File: config.mk
export PLATFORM = sky130hd
export DESIGN_NAME = wide_add_sequencer
export DESIGN_NICKNAME = d
export VERILOG_FILES = /design/src/rtl/wide_add_pkg.sv /design/src/rtl/adder_16bit.sv /design/src/rtl/wide_add_sequencer.sv
export SDC_FILE = /design/constraint.sdc
export NUM_CORES = 1
export LEC_CHECK = 0
export ABC_AREA = 1
export CAP_MARGIN = 10
export CORE_MARGIN = 5
export CORE_UTILIZATION = 51
export CTS_BUF_LIST = sky130_fd_sc_hd__clkbuf_4 sky130_fd_sc_hd__clkbuf_8 sky130_fd_sc_hd__clkbuf_16
export DETAILED_ROUTE_END_ITERATION = 10
export GPL_TIMING_DRIVEN = 0
export PLACE_DENSITY = 0.9
export RECOVER_POWER = 50
export SLEW_MARGIN = 20
export SYNTH_ARGS = -nofsm -noshare
export SYNTH_HDL_FRONTEND = slang
export SYNTH_SLANG_ARGS = --single-unit
File: constraint.sdc
create_clock -name clk -period 10.85 [get_ports clk]
set_clock_uncertainty 0.2 [all_clocks]
set_input_delay 2.17 -clock clk [delete_from_list [all_inputs] [get_ports clk]]
set_output_delay 2.17 -clock clk [all_outputs]
set_load 0.01 [all_outputs]
File: src/rtl/wide_add_pkg.sv
`default_nettype none
// ============================================================================
//  Module      : wide_add_pkg
//  Description : Shared types and helpers for the wide-add sequencer: FSM
//                state encoding, adder slice width, index-width function and
//                word-slice extraction helper.
//  Revision    : 1.0 - initial release
// ============================================================================
package wide_add_pkg;

  // Width of one adder slice; tied to the adder_16bit instance.
  localparam int WORD_WIDTH = 16;

  // Largest supported operand, in words; the slice helper works on a vector
  // padded to this size so one function serves every NUM_WORDS.
  localparam int MAX_WORDS  = 16;
  localparam int MAX_WIDTH  = WORD_WIDTH * MAX_WORDS;

  // Sequencer states.
  typedef enum logic [1:0] {
    IDLE = 2'd0,
    ADD  = 2'd1,
    DONE = 2'd2
  } state_t;

  // Bits needed to index NUM_WORDS words (at least one bit).
  function automatic int idx_bits(input int num_words);
    return (num_words > 1) ? $clog2(num_words) : 1;
  endfunction

  // Extract word number idx from a padded operand vector.
  function automatic logic [WORD_WIDTH-1:0] word_slice(
    input logic [MAX_WIDTH-1:0] vec,
    input int                   idx
  );
    return vec[idx*WORD_WIDTH +: WORD_WIDTH];
  endfunction

endpackage : wide_add_pkg
`default_nettype wire

File: src/rtl/adder_16bit.sv
`default_nettype none
// ============================================================================
//  Module      : adder_16bit
//  Description : 16-bit ripple-carry adder. Purely combinational; the carry
//                is propagated bit by bit from cin to cout.
//  Revision    : 1.0 - initial release
// ============================================================================
module adder_16bit (
  input  logic [15:0] a,
  input  logic [15:0] b,
  input  logic        cin,
  output logic [15:0] sum,
  output logic        cout
);

  // Ripple the carry through each full-adder bit position in order.
  always_comb begin
    logic c;
    sum  = '0;
    cout = 1'b0;
    c    = cin;
    for (int i = 0; i < 16; i++) begin
      sum[i] = a[i] ^ b[i] ^ c;
      c      = (a[i] & b[i]) | (c & (a[i] ^ b[i]));
    end
    cout = c;
  end

endmodule : adder_16bit
`default_nettype wire

File: src/rtl/wide_add_sequencer.sv
`default_nettype none
// ============================================================================
//  Module      : wide_add_sequencer
//  Description : Adds two NUM_WORDS x 16-bit operands by stepping a single
//                shared 16-bit ripple adder over the words, least significant
//                first, chaining each word's carry-out into the next word.
//                Operands arrive and the result leaves on valid/ready
//                handshakes.
//  Options     : WIDE_ADD_SUBTRACT_EN - adds the op_sub input; when set the
//                b operand is inverted and word-0 carry forced to 1, giving
//                op_a - op_b with overflow meaning "no borrow".
//  Revision    : 1.0 - initial release
// ============================================================================
module wide_add_sequencer #(
  parameter int NUM_WORDS = 4
) (
  input  logic                    clk,
  input  logic                    rst,
  input  logic                    start_valid,
  output logic                    start_ready,
  input  logic [NUM_WORDS*16-1:0] op_a,
  input  logic [NUM_WORDS*16-1:0] op_b,
  input  logic                    carry_in,
`ifdef WIDE_ADD_SUBTRACT_EN
  input  logic                    op_sub,
`endif
  output logic                    busy,
  output logic [NUM_WORDS*16-1:0] result,
  output logic                    overflow,
  output logic                    done_valid,
  input  logic                    done_ready
);

  import wide_add_pkg::*;

  localparam int                TOTAL_WIDTH = NUM_WORDS * WORD_WIDTH;
  localparam int                IDX_W       = idx_bits(NUM_WORDS);
  localparam logic [IDX_W-1:0]  LAST_IDX    = IDX_W'(NUM_WORDS - 1);

  // Sequencer state and datapath registers.
  state_t                  r_state;
  logic [TOTAL_WIDTH-1:0]  r_a;
  logic [TOTAL_WIDTH-1:0]  r_b;
  logic                    r_carry;
  logic [IDX_W-1:0]        r_idx;
  logic [TOTAL_WIDTH-1:0]  r_result;
  logic                    r_overflow;
  logic                    r_done_valid;
  logic                    r_busy;
  logic                    r_start_ready;
  logic                    r_sub;

  // Adder hookup.
  logic [MAX_WIDTH-1:0]    w_a_ext;
  logic [MAX_WIDTH-1:0]    w_b_ext;
  logic [WORD_WIDTH-1:0]   w_a_word;
  logic [WORD_WIDTH-1:0]   w_b_raw;
  logic [WORD_WIDTH-1:0]   w_b_word;
  logic [WORD_WIDTH-1:0]   w_sum;
  logic                    w_cout;
  logic                    w_first_carry;
  logic                    w_sub_req;

  // Pad the latched operands to the helper's fixed width so any NUM_WORDS
  // in the legal range can share the same slice function.
  always_comb begin
    w_a_ext                  = '0;
    w_b_ext                  = '0;
    w_a_ext[TOTAL_WIDTH-1:0] = r_a;
    w_b_ext[TOTAL_WIDTH-1:0] = r_b;
  end

  assign w_a_word = word_slice(w_a_ext, int'(r_idx));
  assign w_b_raw  = word_slice(w_b_ext, int'(r_idx));

`ifdef WIDE_ADD_SUBTRACT_EN
  // Subtraction is a + ~b + 1: invert every b word and seed the chain with 1.
  assign w_sub_req     = op_sub;
  assign w_b_word      = r_sub ? ~w_b_raw : w_b_raw;
  assign w_first_carry = op_sub ? 1'b1 : carry_in;
`else
  assign w_sub_req     = 1'b0;
  assign w_b_word      = w_b_raw;
  assign w_first_carry = carry_in;
`endif

  // The only adder in the design; reused once per word.
  adder_16bit u_adder (
    .a    (w_a_word),
    .b    (w_b_word),
    .cin  (r_carry),
    .sum  (w_sum),
    .cout (w_cout)
  );

  // Sequencer FSM: accept operands, step one word per cycle, hold the result
  // until the consumer takes it. All outputs are registered here.
  always_ff @(posedge clk) begin
    if (rst) begin
      r_state       <= IDLE;
      r_a           <= '0;
      r_b           <= '0;
      r_carry       <= 1'b0;
      r_idx         <= '0;
      r_result      <= '0;
      r_overflow    <= 1'b0;
      r_done_valid  <= 1'b0;
      r_busy        <= 1'b0;
      r_start_ready <= 1'b1;
      r_sub         <= 1'b0;
    end else begin
      case (r_state)
        IDLE: begin
          if (start_valid && r_start_ready) begin
            // The carry register doubles as the word-0 carry-in.
            r_a           <= op_a;
            r_b           <= op_b;
            r_carry       <= w_first_carry;
            r_sub         <= w_sub_req;
            r_result      <= '0;
            r_overflow    <= 1'b0;
            r_idx         <= '0;
            r_start_ready <= 1'b0;
            r_busy        <= 1'b1;
            r_state       <= ADD;
          end
        end

        ADD: begin
          r_result[int'(r_idx)*WORD_WIDTH +: WORD_WIDTH] <= w_sum;
          r_carry <= w_cout;
          if (r_idx == LAST_IDX) begin
            // Last word: its carry-out is the operation's overflow. The index
            // is left alone so it never wraps within a transaction.
            r_overflow   <= w_cout;
            r_done_valid <= 1'b1;
            r_state      <= DONE;
          end else begin
            r_idx <= r_idx + 1'b1;
          end
        end

        DONE: begin
          if (done_ready) begin
            r_done_valid  <= 1'b0;
            r_busy        <= 1'b0;
            r_start_ready <= 1'b1;
            r_state       <= IDLE;
          end
        end

        default: begin
          r_state       <= IDLE;
          r_done_valid  <= 1'b0;
          r_busy        <= 1'b0;
          r_start_ready <= 1'b1;
        end
      endcase
    end
  end

  assign start_ready = r_start_ready;
  assign busy        = r_busy;
  assign result      = r_result;
  assign overflow    = r_overflow;
  assign done_valid  = r_done_valid;

endmodule : wide_add_sequencer
`default_nettype wire

==> results of run 1 <==
## flip-flops by register name (all words and copies together) (netlist names)
| register | flops |
|---|---|
| overflow | 1 |
| r_idx | 2 |
| result | 64 |
| busy | 1 |
| r_carry | 1 |
| start_ready | 1 |
| r_state | 2 |
| done_valid | 1 |
| r_a | 64 |
| r_b | 64 |
## cells in the final DEF (no fill, tap or decap), types with 2 or more instances in the layout
cell type,netlist,layout
buf_6,4,3
clkbuf_8,0,6
nor3_2,10,10
nand3_1,69,69
clkinv_2,0,3
bufinv_16,0,2
o22ai_1,4,4
buf_4,17,12
inv_2,2,2
buf_2,27,24
nor2_4,3,3
clkbuf_4,0,3
inv_1,46,46
clkbuf_1,38,55
ha_1,4,4
nand2_1,115,116
dfxtp_1,201,201
nor3_1,4,4
clkbuf_16,0,20
fa_1,16,16
a21oi_1,96,96
o21ai_0,192,192
nor2_1,366,366
clkdlybuf4s50_1,0,198
nand3_4,3,3
## stage by stage
step | hold WS [ns] | setup WS, ns | std cells | utilization | total power, mW
global route | 0.285 | 2.07 | 1691 | 0.688 | 2.12
global placement | 0.243 | 2.61 | 1655 | 0.650 | 1.30
detailed placement | 0.259 | 2.51 | 1655 | 0.650 | 1.31
floorplan | 0.249 | 3.23 | 1231 | - | 1.13
CTS | 0.268 | 2.42 | 1691 | 0.691 | 2.03
finish | 0.261 | 2.24 | 1691 | 0.688 | 2.05
## power groups by stage
stage	clock network [mW]	registers [mW]	logic, mW
after detailed placement	0	0.847	0.464
after global placement	0	0.844	0.453
after global routing	0.758	0.838	0.523
after floorplan	0	0.839	0.287
final	0.730	0.834	0.483
after CTS	0.728	0.832	0.472
## critical path, delay by kind of cell (launching register included)
kind | cells | cell delay (ns)
buffers and inverters | 5 | 0.87
AO/OA/AOI/OAI | 3 | 0.36
adder cells (fa/ha/maj) | 16 | 6.20
AND/OR/NAND/NOR | 4 | 0.38
flip-flops | 1 | 0.45
## layer usage
metal / global-route usage / share of wire
met1: 0.331 / 0.36
met5: 0 / 0
met2: 0.480 / 0.47
met3: 0.0635 / 0.11
met4: 0.133 / 0.059
## layout make-up
cell class | instances | area share
Inverter | 49 | 0.0157
Buffer | 94 | 0.0380
Multi-Input combinational cell | 887 | 0.356
Timing Repair Buffer | 199 | 0.168
Tap cell | 225 | 0.0237
Sequential cell | 201 | 0.339
Clock buffer | 29 | 0.0510
Clock inverter | 7 | 0.00833
## kinds of logic (layout without fill, tap and decap cells)
logic type,count (synthesis),in the layout
AOI/OAI and AO/OA,292,292
adders and majority gates,20,20
and+or+nand+nor,575,575
buffers and inverters,143,378
DFF,201,201
## worst max-delay path by stage
stage / depth (start not counted) / slack [ns] / from / end
6_report: 28 / 2.24 / r_idx[0] / result[63]
5_1_grt: 28 / 2.07 / r_idx[0] / result[63]
4_1_cts: 28 / 2.42 / r_idx[0] / result[63]
3_5_place_dp: 28 / 2.51 / r_idx[0] / result[63]
3_3_place_gp: 28 / 2.61 / r_idx[0] / result[63]
2_1_floorplan: 30 / 3.23 / r_idx[0] / result[31]
==> out/results.txt, run 1 <==
sink count of the clock tree: 201
worst min-delay path startpoint: busy
worst reg-to-reg setup slack: 2.24 ns
synthesized instance count: 1231
Post-synth ARST share: 0
full die area: 20300 um2
adder-cell area share of the yosys netlist: 0.0415
clock tree buffer depth: 3
initial core utilization: 0.518
final clock period utilization by the worst path: 0.793
maximum fanout count along the critical path: 10
type of the worst setup path: register to register
nets in the synthesized netlist: 1384
DRC violations left: 0
synth unique cells: 26
Worst Hold Path Cells: 2
crit start category: register
most frequently used cell type in the post-synthesis netlist: nor2_1
number of rows created at floorplan: 48
achievable clock frequency: 116 MHz
setup repair after global routing missed its margin: no
slowest cell on the critical path: fa_1
final hold vios: 0
Yosys warnings: 0
library cell occupying the most area in the post-synthesis netlist: dfxtp_1
main combinational cell family by area after synthesis: simple AND/OR/NAND/NOR gates
Reg clk slew, reported paths: 0.06 ns
Static Leak: 4.46 nW
overall fraction of global-route tracks in use: 0.279
post-synth top area share: 0.451
portion of total power attributed to combinational logic: 0.236
HP Class: register to register
cell at the root of the clock tree: clkbuf_16
layout cells sized above 1: 0.0655
insertion delay of the later-clocked pin in the worst-skew pair: 0.50 ns
beginning of the worst register-to-register path: r_idx[0]
total standard cell area after synthesis: 8930 um2
vertical die dimension: 142 um
vias in the first global route: 9033
areal power density over the cells: 173 nW/um2
sw frac: 0.309
number of max-cap violations: 0
number of top-level design ports: 201
count of port buffers added during placement: 199
wire length of the first global-routing pass: 45300 um
routed wirelength normalized by instance count: 17.5 um
NetSw: 633 uW
register cell area after layout: 4020 um2
maximum number of pins on one net before global-route repair: 15
final critical path time including I/O delays and setup: 8.61 ns
XOR/XNOR share of the synthesized area: 0
signal arrival time at the worst endpoint: 8.76 ns
Critical Path Max Stage Delay: 0.47 ns
TritonCTS clock tree: built
area of the multi-input gates: 4230 um2
DRT iter0 DRCs: 978
slew at the pin closest to its max-slew limit: 0.777 ns
Worst IR Drop VDD: 0.0891 mV
dpl hpwl: 22200 um
gr ovfl total: 0
leading post-synthesis cells by cell area: dfxtp_1 45%, nor2_1 15%, o21ai_0 11%
post-synthesis simple-gate area fraction: 0.268
cell count of the worst reg-to-reg path: 28
cell seen most often among critical-path stages: fa_1
count of hold-fix buffers inserted at cts: 0
total non-filler cell area in the finished layout: 11900 um2
flip-flop cell with the highest count after synthesis: dfxtp_1
proportion of synthesized area in mux cells: 0
worst-case headroom to the max-slew limit: 0.482
relative contribution of the clock network to total power: 0.356
fin. max-slew vios: 0
total wire length: 29600 um
vias post-DR: 9363
post-synthesis compound-gate area fraction: 0.164
commonest cells in the netlist: 366 x nor2_1, 201 x dfxtp_1, 192 x o21ai_0
antenna violations before repair: 0
P_int: 1.41 mW
CP endpoint kind: register
mean cell area of the mapped netlist: 7.26 um2
number of fill cells: 1331
Die Width: 142 um
antenna diode instance count: 0
final setup TNS: 0 ns
worst flop-to-flop path endpoint: result[63]
number of resized instances in the post-cts repair step: 0
Floorplan Core Area: 17200 um2
result of the run: finished, final reports clean
vias per cell: 5.54
number of buffers inserted during clock tree synthesis: 20
CTS H-Tree Depth: 1
Flop pwr share: 0.407
hold endpoint: busy
Final ANT Viol Nets: 0
gp weighted congestion: 1.08
required time of the critical path: 11.00 ns
count of flip-flops with a built-in enable after synthesis: 0
area growth from synthesis to layout: 32.9%
number of synthesized register bits: 201
number of buffers added for setup after CTS: 0
# nets final: 1605
post-placement cell area: 11200 um2
drt first pass iters: 6
part of the Yosys area used for sequential elements: 0.451
Setup violations, final: 0
Power figures use the tool's default switching activity.
==> run 2: changes to the inputs <==
clock period = 8.4 ns   (was 10.85 ns; I/O delays follow)
==> run 2 against run 1 <==
  * Cell count shrank 0.12%
  * Design area is essentially flat
  * Sequential power grew 29%
  * Core utilization grew 0.051 points
  * Global-route usage is essentially flat
  * Power grew 29%
  * Sequential share of layout area is essentially flat
  * Wire length is essentially flat
  * Via count shrank 0.33%
  * First-iteration DRC count shrank 3.7%
  * Critical endpoint unchanged
  * Largest power group unchanged
==> out/results.txt, run 2 (synthesis gave the netlist of run 1 again) <==
result of the run: finished, final reports clean
sink count of the clock tree: 201 (unchanged)
post-placement cell area: 11200 um2 (unchanged)
initial core utilization: 0.518 (unchanged)
number of max-cap violations: 0 (unchanged)
routed wirelength normalized by instance count: 17.6 um (+0.11%)
number of top-level design ports: 201 (unchanged)
crit start category: register
number of buffers added for setup after CTS: 0 (unchanged)
final setup TNS: 0 ns (unchanged)
signal arrival time at the worst endpoint: 8.43 ns (-0.33 ns)
vias post-DR: 9332 (-0.33%)
Die Width: 142 um (unchanged)
CP endpoint kind: register
final hold vios: 0 (unchanged)
required time of the critical path: 8.55 ns (-2.45 ns)
clock tree buffer depth: 3 (unchanged)
count of port buffers added during placement: 199 (unchanged)
final clock period utilization by the worst path: 0.986 (+0.192)
Final ANT Viol Nets: 0 (unchanged)
Floorplan Core Area: 17200 um2 (unchanged)
gp weighted congestion: 1.08 (unchanged)
antenna diode instance count: 0 (unchanged)
layout cells sized above 1: 0.0683 (+0.00282)
setup repair after global routing missed its margin: no
Reg clk slew, reported paths: 0.06 ns (about the same)
vias in the first global route: 9006 (-0.30%)
maximum fanout count along the critical path: 19 (+9)
fin. max-slew vios: 0 (unchanged)
overall power consumption: 2.65 mW (+29%)
final critical path time including I/O delays and setup: 8.28 ns (-0.330 ns)
type of the worst setup path: register to register
Worst IR Drop VDD: 0.115 mV (+29%)
vertical die dimension: 142 um (unchanged)
overall fraction of global-route tracks in use: 0.279 (about the same)
count of hold-fix buffers inserted at cts: 0 (unchanged)
vias per cell: 5.53 (-0.21%)
worst-case headroom to the max-slew limit: 0.482 (about the same)
most frequent standard cell in the layout excluding fill and tap cells: nor2_1
DRC violations left: 0 (unchanged)
number of rows created at floorplan: 48 (unchanged)
cell at the root of the clock tree: clkbuf_16
insertion delay of the later-clocked pin in the worst-skew pair: 0.50 ns (about the same)
number of buffers inserted during clock tree synthesis: 20 (unchanged)
# nets final: 1603 (-0.12%)
min setup slack post-route: 0.121 ns (-2.12 ns)
HP Class: register to register
worst slack after detailed placement: 0.0590 ns (-2.45 ns)
areal power density over the cells: 223 nW/um2 (+29%)
maximum number of pins on one net before global-route repair: 20 (+5)
wire length of the first global-routing pass: 45300 um (about the same)
WHS: 0.261 ns (-0.0000790 ns)
Setup violations, final: 0 (unchanged)
area growth from synthesis to layout: 33.0% (about the same)
drt first pass iters: 6 (unchanged)
gr ovfl total: 0 (unchanged)
achievable clock frequency: 121 MHz (+4.0%)
TritonCTS clock tree: built
CTS H-Tree Depth: 1 (unchanged)
antenna violations before repair: 0 (unchanged)
number of fill cells: 1325 (-0.45%)
total non-filler cell area in the finished layout: 11900 um2 (about the same)
commonest cells after routing, fill and taps aside: 366 x nor2_1, 200 x dfxtp_1, 198 x clkdlybuf4s50_1, 190 x o21ai_0, 116 x nand2_1
DRT iter0 DRCs: 942 (-3.7%)
full die area: 20300 um2 (unchanged)
slew at the pin closest to its max-slew limit: 0.777 ns (+0.000306 ns)
Static Leak: 4.46 nW (+0.21%)
total wire length: 29600 um (about the same)
dpl hpwl: 22200 um (unchanged)
[run 2: cell types whose count changed in the layout (fill, tap and decap cells not counted), moves of 2 or more]
cell	change
buf_6	+2
clkbuf_1	-4
clkbuf_2	+2
o21ai_0	-2
o21ai_1	+2
[run 2: report_power, final]
part / total, mW / internal, mW / leakage, nW / switching (mW)
clock: 0.941 / 0.565 / 0.350 / 0.376
sequential: 1.08 / 1.03 / 1.65 / 0.0473
combinational: 0.627 / 0.233 / 2.47 / 0.394
[run 2: per-stage QoR]
stage | cells | utilization
after global placement | 1655 | 0.650
final | 1689 | 0.689
after global routing | 1689 | 0.689
after floorplan | 1231 | -
after CTS | 1690 | 0.691
after detailed placement | 1655 | 0.650
[run 2: final timing paths]
check | start | end | slack (ns) | depth (start not counted)
worst min-delay path | busy | busy | 0.26 | 2
worst max-delay path | r_idx[0] | result[63] | 0.12 | 27
worst max register to register | r_idx[0] | result[63] | 0.12 | 27
worst min register to register | busy | busy | 0.26 | 2
[run 2: area by class of cell]
cell class                      instances  area (um2)  share of cell area
Multi-Input combinational cell        887        4230               0.356
Clock buffer                           29         606              0.0510
Inverter                               49         186              0.0157
Tap cell                              225         282              0.0237
Buffer                                 92         455              0.0384
Sequential cell                       201        4030               0.339
Clock inverter                          7        98.8             0.00832
Timing Repair Buffer                  199        1990               0.168
[run 2: critical path, stage by stage, from the launching register on]
cell and delay (ns):
dfxtp_2 0.36, buf_6 0.18, clkbuf_1 0.24, o21ai_1 0.29
a21oi_1 0.14, fa_2 0.39, fa_1 0.40, fa_1 0.40
fa_1 0.40, fa_1 0.42, fa_1 0.40, fa_1 0.41
fa_1 0.41, fa_1 0.39, fa_1 0.39, fa_1 0.39
fa_1 0.39, fa_1 0.36, inv_1 0.08, fa_1 0.16
inv_1 0.05, fa_1 0.36, inv_1 0.08, fa_1 0.47
nand2_1 0.12, nor2_1 0.08, nand2_1 0.10, a21oi_1 0.06
[run 2: timing repair]
| action | in CTS | in global routing |
|---|---|---|
| pin swaps | 0 | 0 |
| endpoints found under the setup margin | 2 | 6 |
| hold endpoints to repair | 0 | 0 |
| gates resized for setup | 0 | 12 |
[run 2: per-layer routing]
| metal | global-route usage | vias up | share of wire |
|---|---|---|---|
| li1 | - | 4422 | - |
| met1 | 0.331 | 4193 | 0.36 |
| met2 | 0.480 | 575 | 0.48 |
| met3 | 0.0659 | 142 | 0.11 |
| met4 | 0.130 | 0 | 0.056 |
| met5 | 0 | - | 0 |
==> run 3: changes to the inputs <==
ABC_AREA = not set   (was 1)
CORE_UTILIZATION = 49   (was 51)
PLACE_DENSITY = 0.8   (was 0.9)
==> run 3 against run 2 <==
  * Clock power down 6.1%
  * Count of clock-buffer cells in the layout up 1
  * Wire length down 17%
  * Setup slack better by 0.17 ns
  * Hold slack worse by 0.0057 ns
  * Sequential power down 5%
  * Cell count down 22%
  * Sequential cell count unchanged
==> out/results.txt, run 3 <==
maximum number of pins on one net before global-route repair: 15 (-25%)
Yosys warnings: 0 (unchanged)
Reg clk slew, reported paths: 0.07 ns (about the same)
share of the core filled with cells in the final layout: 0.674 (-0.0153)
total buffers and inverters traversed by the critical path: 7 (+2)
CTS H-Tree Depth: 1 (unchanged)
number of buffers inserted during clock tree synthesis: 20 (unchanged)
wire length of the first global-routing pass: 38500 um (-15%)
layout cells sized above 1: 0.0932 (+0.0249)
register cell area after layout: 4020 um2 (about the same)
Post-synth ARST share: 0 (unchanged)
final hold vios: 0 (unchanged)
layer with the highest usage after global routing: met2
worst-case headroom to the max-slew limit: 0.341 (-0.141)
most frequently used cell type in the post-synthesis netlist: nand2_1
gp weighted congestion: 0.854 (-21%)
part of the Yosys area used for sequential elements: 0.495 (+0.0449)
post-synth top area share: 0.495 (+0.0449)
slowest cell on the critical path: fa_1
synth unique cells: 39 (+50%)
number of fill cells: 1285 (-3.0%)
fraction of met3 tracks used by global routing: 0.0486 (-0.0172)
signal arrival time at the worst endpoint: 8.28 ns (-0.15 ns)
DRT iter0 DRCs: 467 (-50%)
number of top-level design ports: 201 (unchanged)
met1 demand-to-capacity share in global routing: 0.310 (-0.0207)
HP Class: register to register
clock tree buffer depth: 3 (unchanged)
cell count of the worst reg-to-reg path: 25 (-7.4%)
mean cell area of the mapped netlist: 9.43 um2 (+30%)
overall power consumption: 2.25 mW (-15%)
antenna diode instance count: 0 (unchanged)
number of resized instances in the post-cts repair step: 1 (+1)
area of the multi-input gates: 3660 um2 (-14%)
capturing element of the worst setup path: result[47]
slew at the pin closest to its max-slew limit: 0.979 ns (+0.202 ns)
Static Leak: 4.11 nW (-7.9%)
vias per cell: 5.48 (-0.81%)
routed wirelength normalized by instance count: 18.7 um (+6.6%)
commonest cells after routing, fill and taps aside: 260 x nand2_1, 201 x dfxtp_1, 134 x a21oi_1, 130 x clkdlybuf4s50_1, 70 x dlygate4sd3_1
sink count of the clock tree: 201 (unchanged)
cell seen most often among critical-path stages: fa_1
number of max-cap violations: 0 (unchanged)
WHS: 0.255 ns (-0.00568 ns)
count of flip-flops with a built-in enable after synthesis: 0 (unchanged)
areal power density over the cells: 204 nW/um2 (-8.5%)
number of logic stages on the critical path including buffering: 25 (-7.4%)
synthesized instance count: 861 (-30%)
Die Width: 139 um (-2.5%)
drt first pass iters: 5 (-1)
cell at the root of the clock tree: clkbuf_16
Critical Path Max Stage Delay: 0.49 ns (+0.02 ns)
dpl hpwl: 18400 um (-17%)
beginning of the worst register-to-register path: r_idx[1]
flip-flop cell with the highest count after synthesis: dfxtp_1
vias post-DR: 7201 (-23%)
total standard cell area after synthesis: 8120 um2 (-9.1%)
required time of the critical path: 8.57 ns (+0.02 ns)
non-filler instance count after layout: 1314 (-22%)
leading post-synthesis cells by cell area: dfxtp_1 50%, nand2_1 12%, mux4_2 8.9%
antenna violations before repair: 0 (unchanged)
first element of the critical path: r_idx[1]
maximum fanout count along the critical path: 10 (-9)
library cell occupying the most area in the post-synthesis netlist: dfxtp_1
worst reg-to-reg setup slack: 0.29 ns (+0.17 ns)
Crit path max-delay family: adder cells
initial core utilization: 0.495 (-0.0231)
# nets final: 1235 (-23%)
number of rows created at floorplan: 47 (-2.1%)
overall fraction of global-route tracks in use: 0.247 (-0.0321)
commonest cells in the netlist: 260 x nand2_1, 201 x dfxtp_1, 134 x a21oi_1
count of port buffers added during placement: 200 (+0.50%)
number of buffers added for setup after CTS: 0 (unchanged)
full die area: 19200 um2 (-5.0%)
final clock period utilization by the worst path: 0.965 (-0.0203)
vertical die dimension: 139 um (-2.5%)
DP Cell Count: 1281 (-23%)
DRC violations left: 0 (unchanged)
CP endpoint kind: register
type of the worst setup path: register to register
gr ovfl total: 0 (unchanged)
count of hold-fix buffers inserted at cts: 0 (unchanged)
final critical path time including I/O delays and setup: 8.11 ns (-0.171 ns)
total wire length: 24600 um (-17%)
result of the run: finished, final reports clean
Setup violations, final: 0 (unchanged)
met2 Track Usage GR: 0.429 (-0.0519)
Floorplan Core Area: 16400 um2 (-4.8%)
Worst IR Drop VDD: 0.115 mV (+0.11%)
nets in the synthesized netlist: 1014 (-27%)
setup repair after global routing missed its margin: no
insertion delay of the later-clocked pin in the worst-skew pair: 0.49 ns (about the same)
Final ANT Viol Nets: 0 (unchanged)
crit start category: register
most frequent standard cell in the layout excluding fill and tap cells: nand2_1
fin. max-slew vios: 0 (unchanged)
number of synthesized register bits: 201 (unchanged)
vias in the first global route: 7279 (-19%)
achievable clock frequency: 123 MHz (+2.1%)
area growth from synthesis to layout: 36.1%
TritonCTS clock tree: built
worst flop-to-flop path endpoint: result[47]
[run 3: cell count changes after synthesis, sizes merged, moves of 5 or more]
cell,change
a21oi,+38
o2bb2ai,+62
a21o,+5
inv,-11
nor2,-365
nand3,-70
buf,-24
o21ai,-188
nand2,+144
nor3,-13
mux4,+32
[run 3: worst min-delay path by stage]
stage / from / endpoint / depth (start not counted)
2_1_floorplan: r_a[32] / r_a[32] / 2
3_3_place_gp: r_b[52] / r_b[52] / 2
3_5_place_dp: r_a[46] / r_a[46] / 2
4_1_cts: r_a[46] / r_a[46] / 2
5_1_grt: result[22] / result[22] / 1
6_report: r_b[41] / r_b[41] / 2
[run 3: layout make-up]
class | count | share of cell area
well taps | 220 | 0.0249
clock buffers | 30 | 0.0571
multi-input cells | 554 | 0.331
repair buffers | 200 | 0.181
inverters | 38 | 0.0129
clock inverters | 4 | 0.00204
plain buffers | 67 | 0.0271
flip-flops and latches | 201 | 0.364
[run 3: power breakdown]
part / total, mW / leakage [nW] / switching [mW] / internal (mW)
logic: 0.341 / 2.15 / 0.190 / 0.151
registers: 1.03 / 1.64 / 0.0264 / 1.00
clock network: 0.884 / 0.328 / 0.367 / 0.517
total: 2.25 / 4.11 / 0.584 / 1.67
[run 3: kinds of logic after synthesis]
| logic type | count (synthesis) | synth area share |
|---|---|---|
| compound gates | 212 | 0.171 |
| fa+ha+maj | 20 | 0.0456 |
| buf+inv | 106 | 0.0542 |
| flops | 201 | 0.495 |
| mux | 32 | 0.0887 |
| simple gates | 290 | 0.145 |
[run 3: layer usage]
| layer | vias up | routed length [um] |
|---|---|---|
| met2 | 325 | 11900 |
| li1 | 3375 | - |
| met1 | 3441 | 9830 |
| met4 | 0 | 779 |
| met5 | - | 0 |
| met3 | 60 | 2080 |
[run 3: worst min-delay path, delay by kind of cell (launching register included)]
family | cells | cell delay [ns]
flops | 1 | 0.31
compound gates | 1 | 0.05
simple gates | 1 | 0.05
[run 3: stage by stage]
step                      area [um2]  worst slack (ns)  setup TNS (ns)
after floorplan                 8120             0.711               0
after global placement         10400           -0.0526          -0.187
after detailed placement       10400            -0.151          -0.558
after CTS                      11100            0.0154               0
after global routing           11100            0.0503               0
final                          11100             0.292               0
